### config.mk
export PLATFORM = sky130hd
export DESIGN_NAME = procedural_sched
export DESIGN_NICKNAME = d
export VERILOG_FILES = /design/src/rtl/procedural_sched.sv
export SDC_FILE = /design/constraint.sdc
export NUM_CORES = 1
export LEC_CHECK = 0
export CORE_MARGIN = 4
export CORE_UTILIZATION = 35
export DETAILED_ROUTE_END_ITERATION = 16
export PLACE_DENSITY = 0.58
export SYNTH_ARGS = -nofsm -noshare
export SYNTH_HDL_FRONTEND = slang
export SYNTH_SLANG_ARGS = --single-unit
### constraint.sdc
create_clock -name clk -period 4.17 [get_ports clk]
set_clock_uncertainty 0.05 [all_clocks]
set_input_delay 0.6255 -clock clk [delete_from_list [all_inputs] [get_ports clk]]
set_output_delay 0.6255 -clock clk [all_outputs]
set_load 0.005 [all_outputs]
### src/rtl/procedural_sched.sv
// Round-robin scheduler sharing one two-stage procedural mix datapath between two requesters.
// Optional grant statistics are compiled in with the PROC_SCHED_STATS_EN macro.
module procedural_sched #(
    parameter int unsigned WIDTH = 16
`ifdef PROC_SCHED_STATS_EN
    ,
    parameter int unsigned CNT_W = 8
`endif
) (
    input  logic             clk,
    input  logic             rst,
    input  logic             req0_valid,
    output logic             req0_ready,
    input  logic [WIDTH-1:0] req0_in1,
    input  logic [WIDTH-1:0] req0_in2,
    input  logic             req0_sel,
    input  logic             req1_valid,
    output logic             req1_ready,
    input  logic [WIDTH-1:0] req1_in1,
    input  logic [WIDTH-1:0] req1_in2,
    input  logic             req1_sel,
    output logic             rsp_valid,
    input  logic             rsp_ready,
    output logic             rsp_id,
    output logic [WIDTH-1:0] rsp_out1,
    output logic [WIDTH-1:0] rsp_out2,
    output logic             busy
`ifdef PROC_SCHED_STATS_EN
    ,
    output logic [CNT_W-1:0] grant0_cnt,
    output logic [CNT_W-1:0] grant1_cnt
`endif
);

    localparam logic [1:0] S_IDLE = 2'd0;
    localparam logic [1:0] S_T1   = 2'd1;
    localparam logic [1:0] S_T2   = 2'd2;
    localparam logic [1:0] S_RESP = 2'd3;

    logic [1:0]       r_state;
    logic [1:0]       w_state_nxt;
    logic             r_last_grant;
    logic             r_id;
    logic             r_sel;
    logic [WIDTH-1:0] r_a;
    logic [WIDTH-1:0] r_b;
    logic [WIDTH-1:0] r_t1;
    logic             r_rsp_valid;
    logic             r_rsp_id;
    logic [WIDTH-1:0] r_rsp_out1;
    logic [WIDTH-1:0] r_rsp_out2;

    logic             w_idle;
    logic             w_both;
    logic             w_grant_id;
    logic             w_accept;
    logic [WIDTH-1:0] w_sum;
    logic [WIDTH-1:0] w_t1;
    logic [WIDTH-1:0] w_temp2;
    logic [WIDTH-1:0] w_out1;
    logic [WIDTH-1:0] w_out2;

    // Arbitration: a tie goes to the requester that did not win last time.
    always_comb begin
        w_idle     = (r_state == S_IDLE) && !rst;
        w_both     = req0_valid && req1_valid;
        w_grant_id = w_both ? ~r_last_grant : req1_valid;
        req0_ready = w_idle && req0_valid && !w_grant_id;
        req1_ready = w_idle && req1_valid && w_grant_id;
        w_accept   = req0_ready || req1_ready;
    end

    always_ff @(posedge clk or posedge rst) begin
        if (rst) begin
            r_state <= S_IDLE;
        end else begin
            r_state <= w_state_nxt;
        end
    end

    always_comb begin
        w_state_nxt = r_state;
        case (r_state)
            S_IDLE: begin
                if (w_accept) begin
                    w_state_nxt = S_T1;
                end
            end
            S_T1:   w_state_nxt = S_T2;
            S_T2:   w_state_nxt = S_RESP;
            S_RESP: begin
                if (rsp_ready) begin
                    w_state_nxt = S_IDLE;
                end
            end
            default: w_state_nxt = S_IDLE;
        endcase
    end

    // Mix datapath; every result wraps modulo 2^WIDTH.
    always_comb begin
        w_sum   = r_a + r_b;
        w_t1    = (w_sum << 3) + (w_sum << 1);
        w_temp2 = r_sel ? (r_t1 ^ (r_a >> 2)) : (r_t1 | (r_b << 3));
        w_out1  = r_sel ? (w_temp2 & r_b) : (w_temp2 + r_a);
        w_out2  = r_t1 - w_temp2;
    end

    always_ff @(posedge clk or posedge rst) begin
        if (rst) begin
            r_last_grant <= 1'b1;
            r_id         <= 1'b0;
            r_sel        <= 1'b0;
            r_a          <= '0;
            r_b          <= '0;
            r_t1         <= '0;
        end else begin
            if (w_accept) begin
                r_last_grant <= w_grant_id;
                r_id         <= w_grant_id;
                r_sel        <= w_grant_id ? req1_sel : req0_sel;
                r_a          <= w_grant_id ? req1_in1 : req0_in1;
                r_b          <= w_grant_id ? req1_in2 : req0_in2;
            end
            if (r_state == S_T1) begin
                r_t1 <= w_t1;
            end
        end
    end

    // Response registers hold steady in RESP until the consumer takes them.
    always_ff @(posedge clk or posedge rst) begin
        if (rst) begin
            r_rsp_valid <= 1'b0;
            r_rsp_id    <= 1'b0;
            r_rsp_out1  <= '0;
            r_rsp_out2  <= '0;
        end else if (r_state == S_T2) begin
            r_rsp_valid <= 1'b1;
            r_rsp_id    <= r_id;
            r_rsp_out1  <= w_out1;
            r_rsp_out2  <= w_out2;
        end else if ((r_state == S_RESP) && rsp_ready) begin
            r_rsp_valid <= 1'b0;
        end
    end

    assign rsp_valid = r_rsp_valid;
    assign rsp_id    = r_rsp_id;
    assign rsp_out1  = r_rsp_out1;
    assign rsp_out2  = r_rsp_out2;
    assign busy      = (r_state != S_IDLE);

`ifdef PROC_SCHED_STATS_EN
    logic [CNT_W-1:0] r_grant0_cnt;
    logic [CNT_W-1:0] r_grant1_cnt;

    // Saturating per-requester grant counters.
    always_ff @(posedge clk or posedge rst) begin
        if (rst) begin
            r_grant0_cnt <= '0;
            r_grant1_cnt <= '0;
        end else if (w_accept) begin
            if (!w_grant_id && (r_grant0_cnt != '1)) begin
                r_grant0_cnt <= r_grant0_cnt + CNT_W'(1);
            end
            if (w_grant_id && (r_grant1_cnt != '1)) begin
                r_grant1_cnt <= r_grant1_cnt + CNT_W'(1);
            end
        end
    end

    assign grant0_cnt = r_grant0_cnt;
    assign grant1_cnt = r_grant1_cnt;
`endif

endmodule

# Word level (Yosys, flattened, before mapping)
# Index checks and enable logic that the tools add are counted.
# W data, S select, Z words.
[word_totals] ff_bits=87 inputBits=71 output_inout_bits=37 wordCells=49
[op_classes] addsub=4 eq_ne=5 muxes=11 bitwise_logic=4 reduce_logical=14
[ops] cell="$mux W16" count=4
[ops] cell="$add A16 B16 Y16" count=2
[ops] cell="$and A16 B16 Y16" count=1
[ops] cell="$or A16 B16 Y16" count=1
[ops] cell="$sub A16 B16 Y16" count=1
[ops] cell="$xor A16 B14 Y16" count=1
[ops] cell="$add A15 B15 Y15" count=1
[ops] cell="$pmux W2 S4" count=1
[ops] cell="$logic_and A1 B1 Y1" count=7
[ops] cell="$eq A2 B2 Y1 const B" count=2
[ops] cell="$mux W1" count=4
[ops] cell="$mux W2" count=2
[ops] cell="$ne A2 B2 Y1 const B" count=2
[ops] cell="$reduce_bool A2 Y1" count=2
[ops] cell="$eq A2 B1 Y1 const B" count=1
[ops] cell="$logic_not A1 Y1" count=2
[ops] cell="$logic_not A2 Y1" count=1
[ops] cell="$reduce_and A2 Y1" count=1
[ops] cell="$logic_or A1 B1 Y1" count=1
[ops] cell="$not A1 Y1" count=1

# Depth between registers and ports, before layout
# Gate-level depths: netlist (run 1).
[depth] depth_word=7 mapped_depth=16 ltp_nobuf=16

# Worst setup path before layout (run 1)
# OpenSTA, ideal clock, no wires.
[synth_path] path_type="reg-to-reg" start="register r_a[0]" end="register r_t1[15]" setup_time_ns=0.120 arrival_ns=3.475 required_ns=4.000 setup_slack_ns=0.526 path_stages_with_launch=17 path_buffers=0 period_less_slack_ns=3.644 path_cell_list="dfrtp_1 > ha_1 > fa_1 > a21oi_1 > inv_1 > a21oi_1 > xnor2_1 > ha_1 > a21oi_1 > o211ai_1 > o21ai_0 > nand2b_1 > a21oi_1 > o311ai_1 > a41o_1 > nand3b_1 > a31o_1"
[synth_between] elab_chain_cells=2
[synth_rtl] element="start, declared" line="45" text="logic [WIDTH-1:0] r_a;"
[synth_rtl] element="start signal, assigned" line="122" text="r_a <= w_grant_id ? req1_in1 : req0_in1;"
[synth_rtl] element="$add A15 B15 Y15" line="102" text="w_sum = r_a + r_b;"
[synth_rtl] element="$add A16 B16 Y16" line="103" text="w_t1 = (w_sum << 3) + (w_sum << 1);"
[synth_rtl] element="end signal, assigned" line="126" text="r_t1 <= w_t1;"
[synth_rtl] element="end, declared" line="47" text="logic [WIDTH-1:0] r_t1;"
# Every way passes these cells.
# A chain may end at the register's enable or synchronous reset.

# Worst setup path in the final report (run 1)
[layout_path] start="register r_a[4]" end="register r_t1[15]"
# Same word-level chain as after synthesis.

==> results of run 1 <==
## worst max path at each step
stage | start | endpoint | slack [ns]
final | r_a[4] | r_t1[15] | 0.34
after floorplan | r_a[0] | r_t1[15] | 0.53
after CTS | r_a[0] | r_t1[15] | 0.30
after global routing | r_a[4] | r_t1[15] | 0.005
after detailed placement | r_a[4] | r_t1[15] | 0.33
after global placement | r_a[0] | r_t1[15] | 0.41
## metal layers
layer	vias up	global-route usage, %
met2	127	24.29
met1	2578	23.16
met5	-	0
met3	19	2.607
met4	0	4.798
li1	2859	-
## sequential cells by signal, summed over array words and instances, names as in the netlist
name          count
rsp_valid         1
r_state           2
r_t1             15
rsp_out1         16
r_sel             1
rsp_out2         16
r_b              16
r_last_grant      1
r_id              1
rsp_id            1
r_a              16
## timing repair
| action | in CTS | in global routing |
|---|---|---|
| endpoints found under the hold margin | 0 | 0 |
| endpoints found under the setup margin | 0 | 1 |
| gates resized for setup | 0 | 2 |
## per-stage QoR
stage	cells	hold slack [ns]	util, %
after CTS	1073	0.4335	44.46
after global routing	1073	0.4647	44.53
final	1073	0.4268	44.53
after global placement	1057	0.4112	43.04
after detailed placement	1057	0.4196	43.04
after floorplan	734	0.3937	-
## Yosys cell counts (4+ instances only)
library cell | number | area, µm²
a21oi_1 | 87 | 435.4
dfrtp_1 | 85 | 2127
nor2_1 | 76 | 285.3
ha_1 | 60 | 750.7
inv_1 | 43 | 161.4
mux2_2 | 37 | 416.7
mux2i_1 | 34 | 340.3
xnor2_1 | 32 | 280.3
xor2_1 | 27 | 236.5
nand3_1 | 25 | 125.1
nand2_1 | 24 | 90.09
o21ai_0 | 18 | 90.09
clkbuf_1 | 17 | 63.81
o21a_1 | 16 | 120.1
a31oi_1 | 15 | 93.84
a21o_1 | 14 | 105.1
nor3_1 | 14 | 70.07
buf_1 | 10 | 37.54
nor2b_1 | 7 | 43.79
nand2b_1 | 6 | 37.54
o211ai_1 | 6 | 45.04
nand4_1 | 5 | 31.28
o21bai_1 | 5 | 37.54
and3_1 | 4 | 25.02
fa_1 | 4 | 80.08
o2111ai_1 | 4 | 35.03
o221ai_1 | 4 | 35.03
## critical path: stages (launching register included)
cell	delay (ns)
dfrtp_1	0.43
ha_1	0.41
a2111oi_4	0.54
o31ai_4	0.19
nand2_1	0.12
xnor2_1	0.11
ha_1	0.39
nand3_1	0.08
o211ai_1	0.20
o21ai_0	0.13
nand2b_1	0.09
a21oi_1	0.08
o311ai_1	0.26
a41o_1	0.23
a21bo_1	0.20
a31o_1	0.20
## logic make-up (layout without fill, tap and decap cells)
| kind of cell | count (synthesis) | in the layout | synth area share [%] |
|---|---|---|---|
| buf+inv | 71 | 176 | 3.986 |
| fa+ha+maj | 64 | 64 | 12.37 |
| simple gates | 176 | 176 | 12.15 |
| compound gates | 204 | 204 | 19.75 |
| flops | 86 | 86 | 32.06 |
| mux | 71 | 71 | 11.27 |
| xor+xnor | 62 | 62 | 8.420 |
## layout make-up
class / instances / area, µm²
clock inverters: 2 / 12.51
clock buffers: 14 / 254.0
multi-input cells: 577 / 4323
flip-flops and latches: 86 / 2153
well taps: 234 / 292.8
fillers: 1831 / 10410
inverters: 43 / 162.7
repair buffers: 117 / 1159
==> impl_results.md, run 1 <==
* Number of hold violations in the final report at 0
* Clock-pin slew on the worst setup and hold paths at 0.07 ns
* DR vias/cell at 5.203
* Hold EP: r_id
* DR pass1 iterations at 4
* Clk buf depth at 2
* Hold Crit Class: reg2reg
* Worst skew pair latency at 0.35 ns
* Routability Congestion at 0.8269
* Setup TNS at 0 ns
* TritonCTS Buffers at 9
* Root Driver: clkbuf_16
* Post-DP Area at 8078 µm²
* R2R Path Start: r_a[4]
* Yosys cell types at 63
* Initial antenna violation count at 0
* Critical R2R Capture: r_t1[15]
* Std cell rows at 50
* Kind of critical path: reg2reg
* Vias in the first global route at 5474
* Antenna diodes at 0
* Post-CTS Setup Bufs at 0
* Ports at 108
* Post-Syn Nets at 869
* Top_reg_cell synth: dfrtp_1
* Routed len/inst at 15.71 µm
* TritonCTS clock tree: built
* Mapped Area at 6716 µm²
* WP data arrival at 4.02 ns
* Worst Setup Start Kind: register
* Commonest non-fill, non-tap cells in the layout: clkdlybuf4s50_1, a21oi_1, dfrtp_1, nor2_1, ha_1
* Yosys warning count at 0
* Met2 WL post-DR at 7.211 mm
* Total of max-cap violations at 0
* Final instance area at 8357 µm²
* Seq cells post-synth at 86
* Status: complete, no violations
* Hold Crit Start: r_id
* Die area at 21470 µm²
* Flop-to-flop setup slack at 0.34 ns
* First-pass GRT wire length at 27.77 mm
* Largest net degree at the start of global routing at 67
* Total wire length at 16.86 mm
* Post-DP HPWL at 13.00 mm
* Critical Path Sink Type: register
* Register area share after synthesis at 32.06%
* Core area at 18770 µm²
* Layout cells sized above 1 at 9.654%
* R2R depth at 15
* EDFF count, synth at 0
* Die width at 146.5 µm
* ANT nets after route at 0
* Fin worst setup slack at 0.3366 ns
* Hold_buf cts at 0
* Hold depth at 1
* Worst Path Required at 4.36 ns
* Area delta synth->final at 24.42%
* RSZ-0062 raised after global routing: false
* FMAX at 0.2609 GHz
* Die Height at 146.5 µm
* Final Critical Period at 3.833 ns
* Fin crit share at 91.93%
* Slew Viols, Final at 0
* Dpl ws at 0.3344 ns
* Vias at 5583
* Syn_area_per_cell at 9.150 µm²
* I/O Buffers at 107
* Post-synthesis cell count at 734
* 1st-iter DRT viols at 220
* Global-route usage over all layers at 15.92%
* Nets at 969
* DR DRC count at 0
* Worst slew pin tran at 0.9916 ns
* Leading cell type in the layout, fill and taps excluded: clkdlybuf4s50_1
* Top Metal Used: met4
* Asr flop ratio synth at 100.0%
* Met3 WL at 753 µm
* DRT met1 WL at 8.654 mm
* Slew HR at 33.90%
* Clk sink count at 86
* Starting density of the core at 35.79%
* CP max FO at 5
* H-tree lvl count at 3
* Setup violators final at 0
* Grt ovf at 0
Power of run 1 is left out: the tool's default activity adds up to more than one toggle a clock period on the data nets, which glitch-free logic cannot reach.
==> inputs of run 2 (changes only) <==
--- a/config.mk
+++ b/config.mk
@@ -5,7 +5,7 @@
 export SDC_FILE = /design/constraint.sdc
 export NUM_CORES = 1
 export LEC_CHECK = 0
-export CORE_MARGIN = 4
+export CORE_MARGIN = 5
 export CORE_UTILIZATION = 35
 export DETAILED_ROUTE_END_ITERATION = 16
 export PLACE_DENSITY = 0.58
==> run 2 against run 1 <==
  * Core utilization is 0.45 points higher
  * Routed wire length rose by 4.2%
  * Global-route usage increased by 0.57 points
  * Flip-flop and latch count unchanged
  * Sequential share of layout area shrank 0.34 points
  * Final area grew 1.3%
  * Non-clock buffer count grew 5
  * Critical path depth increased by 2
  * Die area grew 2.7%
  * Worst setup slack improved by 0.026 ns
==> impl_results.md, run 2 (synthesis gave the netlist of run 1 again) <==
* Layout cells sized above 1 at 10.55% (+0.89 points)
* Hold_buf cts at 0 (unchanged)
* CP max FO at 4 (-1)
* I/O Buffers at 107 (unchanged)
* M3 GR Usage at 4.174% (+1.6 points)
* Area delta synth->final at 26.10%
* Total wire length at 17.57 mm (+4.2%)
* Status: complete, no violations
* Setup violators final at 0 (unchanged)
* 1st-iter DRT viols at 307 (+40%)
* Std cell rows at 50 (unchanged)
* Total of max-cap violations at 0 (unchanged)
* Clock-pin slew on the worst setup and hold paths at 0.07 ns (about the same)
* Clk buf depth at 2 (unchanged)
* Worst Path Required at 4.36 ns (about the same)
* Ports at 108 (unchanged)
* Hold Crit Class: reg2reg
* Die area at 22060 µm² (+2.7%)
* Setup TNS at 0 ns (unchanged)
* Slew Viols, Final at 0 (unchanged)
* Clk sink count at 86 (unchanged)
* Worst Hold Slack at 0.4314 ns (+0.004591 ns)
* Vias in the first global route at 5607 (+2.4%)
* Root Driver: clkbuf_16
* Vias at 5583 (unchanged)
* Slew HR at 36.50% (+2.6 points)
* Critical Path Sink Type: register
* Met1 usage at 20.80% (-2.4 points)
* Routability Congestion at 0.8904 (+7.7%)
* Worst slew pin tran at 0.9526 ns (-0.03900 ns)
* Fin crit share at 91.31% (-0.62 points)
* GR peak layer: met2
* Kind of critical path: reg2reg
* Commonest non-fill, non-tap cells in the layout: clkdlybuf4s50_1, a21oi_1, dfrtp_1, nor2_1, ha_1
* Number of hold violations in the final report at 0 (unchanged)
* Largest net degree at the start of global routing at 67 (unchanged)
* Routed len/inst at 15.92 µm (+1.3%)
* RSZ-0062 raised after global routing: false
* Final Critical Period at 3.808 ns (-0.02588 ns)
* Fillers at 1876 (+2.5%)
* First-pass GRT wire length at 29.03 mm (+4.5%)
* Leading cell type in the layout, fill and taps excluded: clkdlybuf4s50_1
* Post-DP HPWL at 13.64 mm (+5.0%)
* Initial antenna violation count at 0 (unchanged)
* Die width at 148.5 µm (+1.4%)
* Resize count post-CTS at 0 (unchanged)
* H-tree lvl count at 3 (unchanged)
* Worst skew pair latency at 0.36 ns (about the same)
* DR pass1 iterations at 4 (unchanged)
* Routing usage on met2 at 27.89% (+3.6 points)
* DR DRC count at 0 (unchanged)
* Global-route usage over all layers at 16.49% (+0.57 points)
* DR vias/cell at 5.057 (-2.8%)
* ANT nets after route at 0 (unchanged)
* Starting density of the core at 35.67% (-0.12 points)
* Core area at 18830 µm² (+0.33%)
* Nets at 974 (+0.52%)
* WP data arrival at 4.00 ns (-0.02 ns)
* Die Height at 148.5 µm (+1.4%)
* Antenna diodes at 0 (unchanged)
* TritonCTS Buffers at 9 (unchanged)
* TritonCTS clock tree: built
* Grt ovf at 0 (unchanged)
* Worst Setup Start Kind: register
* Post-CTS Setup Bufs at 0 (unchanged)
* FMAX at 0.2626 GHz (+0.68%)
## run 2: critical path, stage by stage, from the launching register on
cell and delay [ns]:
dfrtp_1 0.41, ha_1 0.23, fa_1 0.41, a21oi_1 0.22
buf_4 0.16, o21ai_0 0.07, a21oi_1 0.19, xnor2_1 0.11
ha_1 0.35, nand3_1 0.08, o211ai_1 0.19, o21ai_0 0.13
nand2b_1 0.09, a21oi_1 0.09, o311ai_1 0.30, a41o_1 0.23
a21bo_1 0.20, a31o_1 0.19
## run 2: worst paths after layout
kind / endpoint / startpoint / slack, ns / cells after the start
max: r_t1[15] / r_b[0] / 0.36 / 17
min: r_id / r_id / 0.43 / 1
max reg2reg: r_t1[15] / r_b[0] / 0.36 / 17
min reg2reg: r_id / r_id / 0.43 / 1
max in group asynchronous: r_a[8] / rst / 2.34 / 4
min in group asynchronous: rsp_valid / rst / 0.69 / 3
## run 2: through the flow
| stage | instance area (µm²) | util (%) | cells | worst slack [ns] |
|---|---|---|---|---|
| floorplan | 6716 | - | 734 | 0.5257 |
| global placement | 8135 | 43.20 | 1088 | 0.4347 |
| detailed placement | 8135 | 43.20 | 1088 | 0.4047 |
| CTS | 8469 | 44.98 | 1104 | 0.3588 |
| global route | 8469 | 44.98 | 1104 | 0.02053 |
| finish | 8469 | 44.98 | 1104 | 0.3625 |
## run 2: routing by layer
layer  up-vias  share of wire [%]
met3        23                5.0
met4         0                2.1
met5         -                  0
li1       2860                  -
met1      2592                 46
met2       108                 47
## run 2: layout make-up
cell class                      instances  area [µm²]  share of cell area (%)
Tap cell                              260       325.3                   3.841
Clock buffer                           11       252.7                   2.984
Multi-Input combinational cell        577        4310                   50.89
Inverter                               43       162.7                   1.921
Clock inverter                          5       81.33                  0.9603
Sequential cell                        86        2153                   25.42
Timing Repair Buffer                  122        1184                   13.98
Power of run 2 is left out for the same reason.
